===== src/rtl/i2s_pkg.sv =====
// rtl/i2s_pkg.sv - shared I2S frame constants and the synthesizer's stereo word packing
package i2s_pkg;

    localparam int FRAME_BITS    = 64;
    localparam int SLOT_BITS     = 32;
    localparam int SAMPLE_BITS   = 16;
    localparam int LEFT_MSB_POS  = 1;
    localparam int RIGHT_MSB_POS = LEFT_MSB_POS + SLOT_BITS;
    localparam int POS_W         = $clog2(FRAME_BITS);

    // Synthesizer output word: {right[31:16], left[15:0]}
    typedef struct packed {
        logic [15:0] right;
        logic [15:0] left;
    } stereo_word_t;

endpackage


===== src/rtl/i2s_bclk_gen.sv =====
// rtl/i2s_bclk_gen.sv - bit clock: falls on each strobe, rises TICK_HALF clks later
module i2s_bclk_gen #(
    parameter int TICK_HALF = 16
) (
    input  logic clk,
    input  logic rst,
    input  logic i_strobe,
    output logic o_bclk
);

    localparam int CNT_W = (TICK_HALF > 1) ? $clog2(TICK_HALF) : 1;

    logic [CNT_W-1:0] r_cnt;
    logic             r_run;
    logic             r_bclk;

    // A strobe always wins: it restarts the half period even if the previous one is unfinished.
    always_ff @(posedge clk) begin
        if (rst) begin
            r_cnt  <= '0;
            r_run  <= 1'b0;
            r_bclk <= 1'b0;
        end else if (i_strobe) begin
            r_bclk <= 1'b0;
            r_cnt  <= CNT_W'(TICK_HALF - 1);
            r_run  <= 1'b1;
        end else if (r_run) begin
            if (r_cnt == '0) begin
                r_bclk <= 1'b1;
                r_run  <= 1'b0;
            end else begin
                r_cnt <= r_cnt - 1'b1;
            end
        end
    end

    assign o_bclk = r_bclk;

endmodule


===== src/rtl/i2s_transmitter.sv =====
// rtl/i2s_transmitter.sv - Philips I2S serialiser for the 32-bit {right,left} synthesizer word
module i2s_transmitter
    import i2s_pkg::*;
#(
    parameter int TICK_HALF   = 16,
    parameter int SAMPLE_BITS = i2s_pkg::SAMPLE_BITS
) (
    input  logic        clk,
    input  logic        rst,
    input  logic        ena_sampleRatex64,
    input  logic [31:0] data,
    input  logic        i2s_ena,
    output logic        i2s_bclk,
    output logic        i2s_lrck,
    output logic        i2s_sdata,
    output logic        frame_start,
    output logic        active
);

    localparam int LEFT_LAST  = LEFT_MSB_POS + SAMPLE_BITS - 1;
    localparam int RIGHT_LAST = RIGHT_MSB_POS + SAMPLE_BITS - 1;
    localparam int IDX_W      = $clog2(SAMPLE_BITS);

    logic [POS_W-1:0] r_pos;
    logic             r_lrck;
    logic             r_sdata;
    logic             r_frame_start;
    logic             r_active;
    stereo_word_t     r_word;

    logic [POS_W-1:0] w_new_pos;
    logic             w_bit;
    int               w_p;

    i2s_bclk_gen #(
        .TICK_HALF (TICK_HALF)
    ) u_bclk_gen (
        .clk      (clk),
        .rst      (rst),
        .i_strobe (ena_sampleRatex64),
        .o_bclk   (i2s_bclk)
    );

    assign w_new_pos = r_pos + 1'b1;

    // Data lags the LRCK edge by one bit; the rest of each slot is zero padding.
    always_comb begin
        w_bit = 1'b0;
        w_p   = int'(w_new_pos);
        if (w_p >= LEFT_MSB_POS && w_p <= LEFT_LAST) begin
            w_bit = r_word.left[IDX_W'(LEFT_LAST - w_p)];
        end else if (w_p >= RIGHT_MSB_POS && w_p <= RIGHT_LAST) begin
            w_bit = r_word.right[IDX_W'(RIGHT_LAST - w_p)];
        end
    end

    always_ff @(posedge clk) begin
        if (rst) begin
            r_pos         <= '1;
            r_lrck        <= 1'b0;
            r_sdata       <= 1'b0;
            r_frame_start <= 1'b0;
            r_active      <= 1'b0;
            r_word        <= '0;
        end else begin
            r_frame_start <= 1'b0;
            if (ena_sampleRatex64) begin
                r_pos   <= w_new_pos;
                r_lrck  <= w_new_pos[POS_W-1];
                r_sdata <= w_bit;
                if (w_new_pos == '0) begin
                    r_frame_start <= 1'b1;
                    r_active      <= i2s_ena;
                    r_word        <= i2s_ena ? stereo_word_t'(data) : '0;
                end
            end
        end
    end

    assign i2s_lrck    = r_lrck;
    assign i2s_sdata   = r_sdata;
    assign frame_start = r_frame_start;
    assign active      = r_active;

endmodule


===== config.mk =====
export PLATFORM = sky130hd
export DESIGN_NAME = i2s_transmitter
export DESIGN_NICKNAME = d
export VERILOG_FILES = /design/src/rtl/i2s_pkg.sv /design/src/rtl/i2s_bclk_gen.sv /design/src/rtl/i2s_transmitter.sv
export SDC_FILE = /design/constraint.sdc
export NUM_CORES = 1
export LEC_CHECK = 0
export ABC_AREA = 1
export ABC_CLOCK_PERIOD_IN_PS = 3000
export CAP_MARGIN = 5
export CELL_PAD_IN_SITES_DETAIL_PLACEMENT = 1
export CELL_PAD_IN_SITES_GLOBAL_PLACEMENT = 1
export CORE_MARGIN = 2
export CORE_UTILIZATION = 38
export CTS_CLUSTER_DIAMETER = 150
export DETAILED_ROUTE_END_ITERATION = 7
export GPL_TIMING_DRIVEN = 0
export PLACE_DENSITY = 0.87
export SLEW_MARGIN = 20
export SYNTH_ARGS = -nofsm -noshare
export SYNTH_HDL_FRONTEND = slang
export SYNTH_SLANG_ARGS = --single-unit
export TNS_END_PERCENT = 10

===== constraint.sdc =====
create_clock -name clk -period 3 [get_ports clk]
set_clock_uncertainty 0.1 [all_clocks]
set_input_delay 0.6 -clock clk [delete_from_list [all_inputs] [get_ports clk]]
set_output_delay 0.6 -clock clk [all_outputs]
set_load 0.05 [all_outputs]

# Word level (Yosys, flattened, before mapping)
# Cells that the tools add are included.
# word_totals
regBits,48
in_bits,36
elab_cells,48
# classes
add_sub_neg,4
order_cmp,6
n_eq_ne,1
muxes,16
bitwise_logic,1
reduce_logical,10
# ops
op,n
$mux W32,1
$lt A4 B6 Y1 const B,2
$mux W4,3
$mux W1,10
$bmux W1 S4,2
$sub A1 B4 Y4 const A,2
$add A6 B1 Y6 const B,1
$ge A6 B1 Y1 const B,1
$ge A6 B6 Y1 const B,1
$le A6 B5 Y1 const B,1
$le A6 B6 Y1 const B,1
$logic_not A6 Y1,1
$reduce_and A2 Y1,3
$logic_not A4 Y1,1
$reduce_or A2 Y1,2
$sub A4 B1 Y4 const B,1
$logic_and A1 B1 Y1,2
$ne A2 B2 Y1 const B,1
$reduce_bool A2 Y1,1
$not A1 Y1,1

# Depth between registers and ports, before layout
# logic_depth
depth_word,7
mapped_depth,15
ltp_nobuf,13

# Hierarchy
# Synthesis repeated with hierarchy kept, for this count alone.
# hier_totals
hier_cells,359
hier_area_um2,2434.8
# modules_own_cells
module,instances,cells_each,area_each_um2,seq_area_each_um2
i2s_transmitter,1,317,2133.3,840.8
i2s_bclk_gen,1,42,301.5,120.1

# Least setup slack after synthesis
# Ideal clock, no wire load.
# synth_timing
path_kind,flip-flop to flip-flop
startpoint,register r_pos[0]
endpoint,register r_sdata (netlist: i2s_sdata)
setup_time_ns,0.113
arrival_ns,1.937
required_ns,2.787
slack_ns,0.850
path_stages_with_launch,15
n_path_buf,2
period_less_slack_ns,2.150
path_cell_list,dfxtp_1 inv_2 clkbuf_1 ha_1 buf_2 inv_1 nand2_1 nand2_1 o21ai_0 nand3_1 nand2_1 nand2_1 nand3_1 nand3_1 nand2_1
# synth_via
elab_chain_cells,7
# synth_rtl
element,line,rtl
from (decl),i2s_transmitter.sv:24,logic [POS_W-1:0] r_pos;
from (signal assigned),i2s_transmitter.sv:68,r_pos <= w_new_pos;
$add A6 B1 Y6 *,i2s_transmitter.sv:44,assign w_new_pos = r_pos + 1'b1;
via w_new_pos[0],i2s_transmitter.sv:31,logic [POS_W-1:0] w_new_pos;
$sub A1 B4 Y4,"i2s_transmitter.sv:51, i2s_transmitter.sv:53",
$bmux W1 S4,i2s_transmitter.sv:53,w_bit = r_word.right[IDX_W'(RIGHT_LAST - w_p)];
$mux W1 (not written as such) (2 in series),i2s_transmitter.sv:53,
$mux W1,i2s_transmitter.sv:52,end else if (w_p >= RIGHT_MSB_POS && w_p <= RIGHT_LAST) begin
$mux W1 *,i2s_transmitter.sv:50,if (w_p >= LEFT_MSB_POS && w_p <= LEFT_LAST) begin
to (signal assigned),i2s_transmitter.sv:70,r_sdata <= w_bit;
to (decl),i2s_transmitter.sv:26,logic r_sdata;
# Mark *: on every way through the listed nets, which the timed path passes. The rest lies on a longest branch. The select of a mux whose other input is x is not followed.
# A chain may end at the register's enable or synchronous reset.

# Final worst setup path
# Ends and elaborated chain as after synthesis.

==> flow_summary.toml <==
[status]
status = "finished, final reports clean"

[cts]
cts_buffer_depth = 2
path_clk_slew_ns = 0.09
cts.sinks = 48
htree_num_levels = 2
cts-root-buf = "clkbuf_8"
insertion_delay_ns = 0.31
cts_buffers = 5
cts_setup_buffers = 0
tritoncts = "yes"

[route]
dr_total_vias = 2457
postRouteAntennaNets = 0
drt-vias-per-instance = 5.184
first_iter_violations = 127
drc_errors = 0
drt-wirelength-per-cell_um = 14.30
routed_wl_um = 6776
dr.pass1.iters = 4

[global_route]
antenna_found_initial = 0
grt_pass1_vias = 2481
gr-total-overflow = 0
grtUsageTotal = 0.1961
grt_max_degree = 15
grt_pass1_wl_um = 11360

[finish]
drive_gt1_frac = 0.08564
nFillCells = 823
diodes = 0
final_cells = 474
final_nets = 435
multi_input_area_um2 = 1202
design_area_um2 = 3023
final_util = 0.4816
ff_latch_area_um2 = 960.9
area_growth_pct = 23.77

[worst_setup_path]
worst_path_most_repeated_cell = "nand2_1"
path_cells = "inv_2, clkbuf_2, ha_1, buf_2, inv_1, nand2_1, nand2_1, o21ai_0, nand3_1, nand2_1, nand2_1, nand3_1, nand3_1, nand2_1"
crit_buf_inv = 4
regToRegSetupSlack_ns = 0.27
arrival_ns = 2.84
worstPathMaxFanout = 10
cp_top_family = "simple AND/OR/NAND/NOR gates"
crit_type = "reg2reg"
reg2reg_from = "r_pos[0]"
crit_path_top_delay_cell = "dfxtp_1"
ff2ff_path_depth = 14
cp.depth = 14
critPathLaunchType = "register"
cp-end-kind = "register"
cpPeakStageDelay_ns = 0.50
required_ns = 3.11
regToRegEndpoint = "i2s_sdata"

[die]
initial_core_util = 0.3891
die_h_um = 84.17
ios = 41
num_rows = 29
core_area_um2 = 6277
die_area_um2 = 7085
die_w_um = 84.17

[min_path]
min_path_type = "reg2reg"
hp-start = "u_bclk_gen.o_bclk"
holdPathEnd = "u_bclk_gen.o_bclk"
whs_path_depth = 2

[logic_synthesis]
syn-instance-count = 350
syn_area_per_cell_um2 = 6.978
netlist_area_um2 = 2442
yosysWarnings = 0
seq_area_frac_synth = 0.3934
ys_seq_elements = 48
yosys.cell_types.count = 27
syn_nets = 389
synth_top_area_share = 0.3934
synth.area.top_cells = "dfxtp_1 (39%), nand2_1 (17%), nand4_1 (9.0%)"
synth_top_area_cell = "dfxtp_1"

[placement]
placedInstanceArea_um2 = 2929
hpwl_um = 4999
pre_cts_ws_ns = 0.2464
numPortBuffers = 39
place.gp.congestion = 0.7906
dp.cells = 466

[pwr]
power_mw = 1.535
p_per_area_nw_per_um2 = 507.7
ir_worst_vdd_v = 0.0002631
p_leak_nw = 1.251

[timing]
whs_ns = 0.3573
finalHoldViolations = 0
max_freq_ghz = 0.3661
rsz0062_at_grt = "false"
slew_violations = 0
setup_tns_ns = 0
min_period_ns = 2.732
worst_pin_slew_ns = 0.5244
relSlewSlack = 0.6504
setup-violations-final = 0
layout_setup_ws_ns = 0.2684
period_share = 0.9105

[flow_run]
maxCapViolations = 0
[cell usage after synthesis]
| cell type | instances |
|---|---|
| a22oi_1 | 3 |
| buf_4 | 3 |
| nand4_1 | 35 |
| o21ai_0 | 9 |
| inv_1 | 33 |
| nor2_4 | 1 |
| a32o_1 | 1 |
| ha_1 | 3 |
| inv_2 | 2 |
| buf_2 | 4 |
| dfxtp_1 | 48 |
| nand2_1 | 111 |
| nand3_2 | 1 |
| o21ai_2 | 1 |
| clkbuf_1 | 6 |
| nand3_1 | 18 |
| nor3_4 | 1 |
| xnor2_1 | 2 |
| o21ai_1 | 1 |
| nand2_2 | 3 |
| or2_2 | 1 |
| nand2_4 | 1 |
| nor2_1 | 13 |
| a21oi_1 | 40 |
| buf_1 | 1 |
| nand3b_1 | 1 |
| buf_6 | 7 |
[layout make-up]
cell class                      count  share of cell area
Multi-Input combinational cell    246              0.3978
Sequential cell                    48              0.3179
Timing Repair Buffer               39              0.1291
Buffer                             21             0.04926
Inverter                           35             0.04346
Tap cell                           77             0.03187
Clock buffer                        6             0.02732
Clock inverter                      2            0.003311
[state kept, by name, indices dropped and copies added, names as in the netlist]
signal and count:
u_bclk_gen.r_cnt 4, i2s_sdata 1, r_pos 6, active 1
frame_start 1, u_bclk_gen.r_run 1, u_bclk_gen.o_bclk 1, r_word 32
i2s_lrck 1
[power by group]
part / switching, mW / internal (mW)
registers: 0.0206 / 0.666
clock network: 0.226 / 0.184
logic: 0.273 / 0.165
total: 0.520 / 1.01
[worst reg2reg max path: stages (launching register included)]
cell and delay, ns:
dfxtp_1 0.50, inv_2 0.12, clkbuf_2 0.23, ha_1 0.32, buf_2 0.19, inv_1 0.18
nand2_1 0.20, nand2_1 0.23, o21ai_0 0.12, nand3_1 0.08, nand2_1 0.07, nand2_1 0.07
nand3_1 0.08, nand3_1 0.09, nand2_1 0.05
[cells by family after synthesis]
logic type / count (synthesis) / synth area share
AOI/OAI and AO/OA: 55 / 0.1194
xor gates and xnor gates: 2 / 0.007173
adders and majority gates: 3 / 0.01537
buffers and inverters: 56 / 0.1142
DFF: 48 / 0.3934
and+or+nand+nor: 186 / 0.3504
[layout by cell type, fill, tap and decap left out, types with 4 or more instances in the layout]
master	count
a21oi_1	40
buf_2	4
buf_6	7
clkbuf_1	5
clkbuf_8	6
clkdlybuf4s50_1	39
dfxtp_1	48
inv_1	33
nand2_1	111
nand3_1	18
nand4_1	35
nor2_1	13
o21ai_0	9
[timing repair]
| item | CTS | global route |
|---|---|---|
| hold buffers | 0 | 0 |
| resized for setup | 0 | 2 |
| setup endpoints to repair | 0 | 1 |
| hold endpoints to repair | 0 | 0 |
[layer usage]
metal | wire [µm] | part of all wire | vias to the layer above | global-route usage
met5 | 0 | 0 | - | 0
met4 | 92 | 0.014 | 0 | 0.05865
met3 | 173 | 0.026 | 9 | 0.03147
met2 | 3471 | 0.51 | 34 | 0.3571
met1 | 3038 | 0.45 | 1167 | 0.2366
li1 | - | - | 1247 | -
[worst max path at each step]
stage	startpoint	end	slack (ns)
after floorplan	r_pos[0]	i2s_sdata	0.85
after global placement	r_pos[0]	i2s_sdata	0.22
after detailed placement	r_pos[0]	i2s_sdata	0.25
after CTS	r_pos[0]	i2s_sdata	0.17
after global routing	r_pos[0]	i2s_sdata	0.009
final	r_pos[0]	i2s_sdata	0.27
(Power assumes the default switching activity.)
==> patch: new RTL, config.mk and constraints unchanged <==
Set the package constant `FRAME_BITS` to 128 (it was 64).
--- a/src/rtl/i2s_pkg.sv
+++ b/src/rtl/i2s_pkg.sv
@@ -2,5 +2,5 @@
 package i2s_pkg;
 
-    localparam int FRAME_BITS    = 64;
+    localparam int FRAME_BITS    = 128;
     localparam int SLOT_BITS     = 32;
     localparam int SAMPLE_BITS   = 16;
Formal check against the unedited RTL: no difference found for any inputs over 10 cycles, from zero or initial values and one cycle with rst high; that may be too few to reach the edited logic, so the function may still have changed.
==> patch against the original RTL <==
Final area up 1.9%. Utilization grew 0.061 points. Routed wire length rose by 0.91%. Setup slack gained 250 ps. Largest power group unchanged. Critical path depth fell by 1. Count of clock-buffer cells in the layout decreased by 1. Total power is 2.7% lower. Sequential power rose by 0.7%. Sequential share of layout area grew 0.069 points. Sequential cell count grew 1. Clock power shrank 5.1%. Area after synthesis is 3.0% higher. Critical endpoint unchanged.
==> patch: results (changes against the original RTL) <==
- Largest net degree at the start of global routing: 16 (+1)
- Worst-Margin Slew: 557 ps (+32.4 ps)
- Post-Syn Nets: 408 (+4.9%)
- Number of buffers added by the clock tree synthesis step: 5 (unchanged)
- R2R cell count: 13 (-1)
- Total half-perimeter wirelength after legalization and detailed placement: 5050 microns (+1.1%)
- Detailed-route vias per instance: 5.18 (-0.13%)
- Filler cell count in the final layout: 845 (+2.7%)
- Sequential fraction of the synthesis area: 39.0% (-0.36 points)
- Worst min-delay path startpoint: i2s_sdata$_SDFFE_PP0P_
- Share of layout cells above drive strength 1: 8.19% (-0.37 points)
- Sum of routed wire segments on met1: 3220 microns (+5.9%)
- Largest registers in the final layout: r_word: 32 flops, r_pos: 7 flops, u_bclk_gen.r_cnt: 4 flops
- Final layout net count: 453 (+4.1%)
- Via count of the first global-routing pass: 2532 (+2.1%)
- Met3 wirelength from detailed routing: 172 microns (-0.58%)
- WHS Endpoint: i2s_sdata$_SDFFE_PP0P_
- Status: finished clean
- Overall routing resource usage: 20.0% (+0.44 points)
- Biggest fanout along the worst timing path: 10 (unchanged)
- Worst ir drop on vdd: 247 uV (-6.1%)
- Post-synthesis compound-gate area fraction: 12.3% (+0.35 points)
- Number of levels the H-tree was split into: 2 (unchanged)
- Fraction of synthesized cell area in xor and xnor cells: 0% (-0.72 points)
- Average wire length per cell after detail routing: 13.9 microns (-2.8%)
- Worst stage delay on the critical path: 460 ps (-40 ps)
- Data arrival time of the critical path: 2590 ps (-250 ps)
- Dominant cells by area after synthesis: sky130_fd_sc_hd__dfxtp_1, sky130_fd_sc_hd__nand2_1, sky130_fd_sc_hd__nand4_1
- Global placer's final weighted congestion: 0.871 (+10%)
- First-iteration detailed-routing DRC count: 88 (-31%)
- Number of port buffers: 38 (-2.6%)
- Reg-to-reg setup timing slack: 510 ps (+250 ps)
- Metal2 WL: 3340 microns (-3.9%)
- Distinct cell type count after synthesis: 24 (-11%)
- Top cells by count, synth: sky130_fd_sc_hd__nand2_1, sky130_fd_sc_hd__dfxtp_1, sky130_fd_sc_hd__a21oi_1
- CP max-delay cell: sky130_fd_sc_hd__ha_1
- Post-CTS Setup Repair Bufs: 0 (unchanged)
- Leakage power figure: 1.30 nW (+4.2%)
- Worst skew pair latency: 310 ps (about the same)
==> patch: cell count changes in the layout (fill, tap and decap cells not counted), moves of 2 or more <==
cell,unedited run,this run
sky130_fd_sc_hd__nand2_1,111,123
sky130_fd_sc_hd__nor2_1,13,23
sky130_fd_sc_hd__nand3_1,18,13
sky130_fd_sc_hd__buf_2,4,8
sky130_fd_sc_hd__buf_4,3,0
sky130_fd_sc_hd__inv_2,2,5
sky130_fd_sc_hd__o22ai_1,0,3
sky130_fd_sc_hd__clkbuf_1,5,7
sky130_fd_sc_hd__nand2_2,3,1
sky130_fd_sc_hd__nand3b_1,1,3
sky130_fd_sc_hd__nand4_1,35,33
sky130_fd_sc_hd__o21a_1,0,2
sky130_fd_sc_hd__xnor2_1,2,0
==> patch: report_power, final <==
part           internal, mW  switching, mW  total, mW
logic                 0.146          0.266      0.412
registers             0.673         0.0176      0.691
clock network         0.161          0.228      0.389
total                 0.981          0.512       1.49
==> patch: logic make-up after synthesis <==
kind of cell	after synthesis
flops	49
compound gates	57
fa+ha+maj	3
simple gates	201
buf+inv	59
==> patch: layer usage <==
layer	GRT usage, %	up-vias
met2	34.6	35
met3	3.70	10
met1	25.0	1202
met4	6.93	0
met5	0	-
li1	-	1300
==> patch: cell type report <==
type	count	share of cell area, %
Inverter	37	4.51
Clock buffer	5	2.23
Tap cell	77	3.13
Timing Repair Buffer	38	12.4
Clock inverter	3	0.569
Buffer	22	4.71
Multi-Input combinational cell	261	40.6
Sequential cell	49	31.9
==> patch: stage by stage <==
step                hold slack (ps)  setup slack [ps]  instance area, sq um  instances
floorplan                       338              1040                  2520        369
global placement                345               526                  2990        484
detailed placement              347               526                  2990        484
CTS                             361               507                  3080        492
global route                    387               224                  3080        492
finish                          357               515                  3080        492
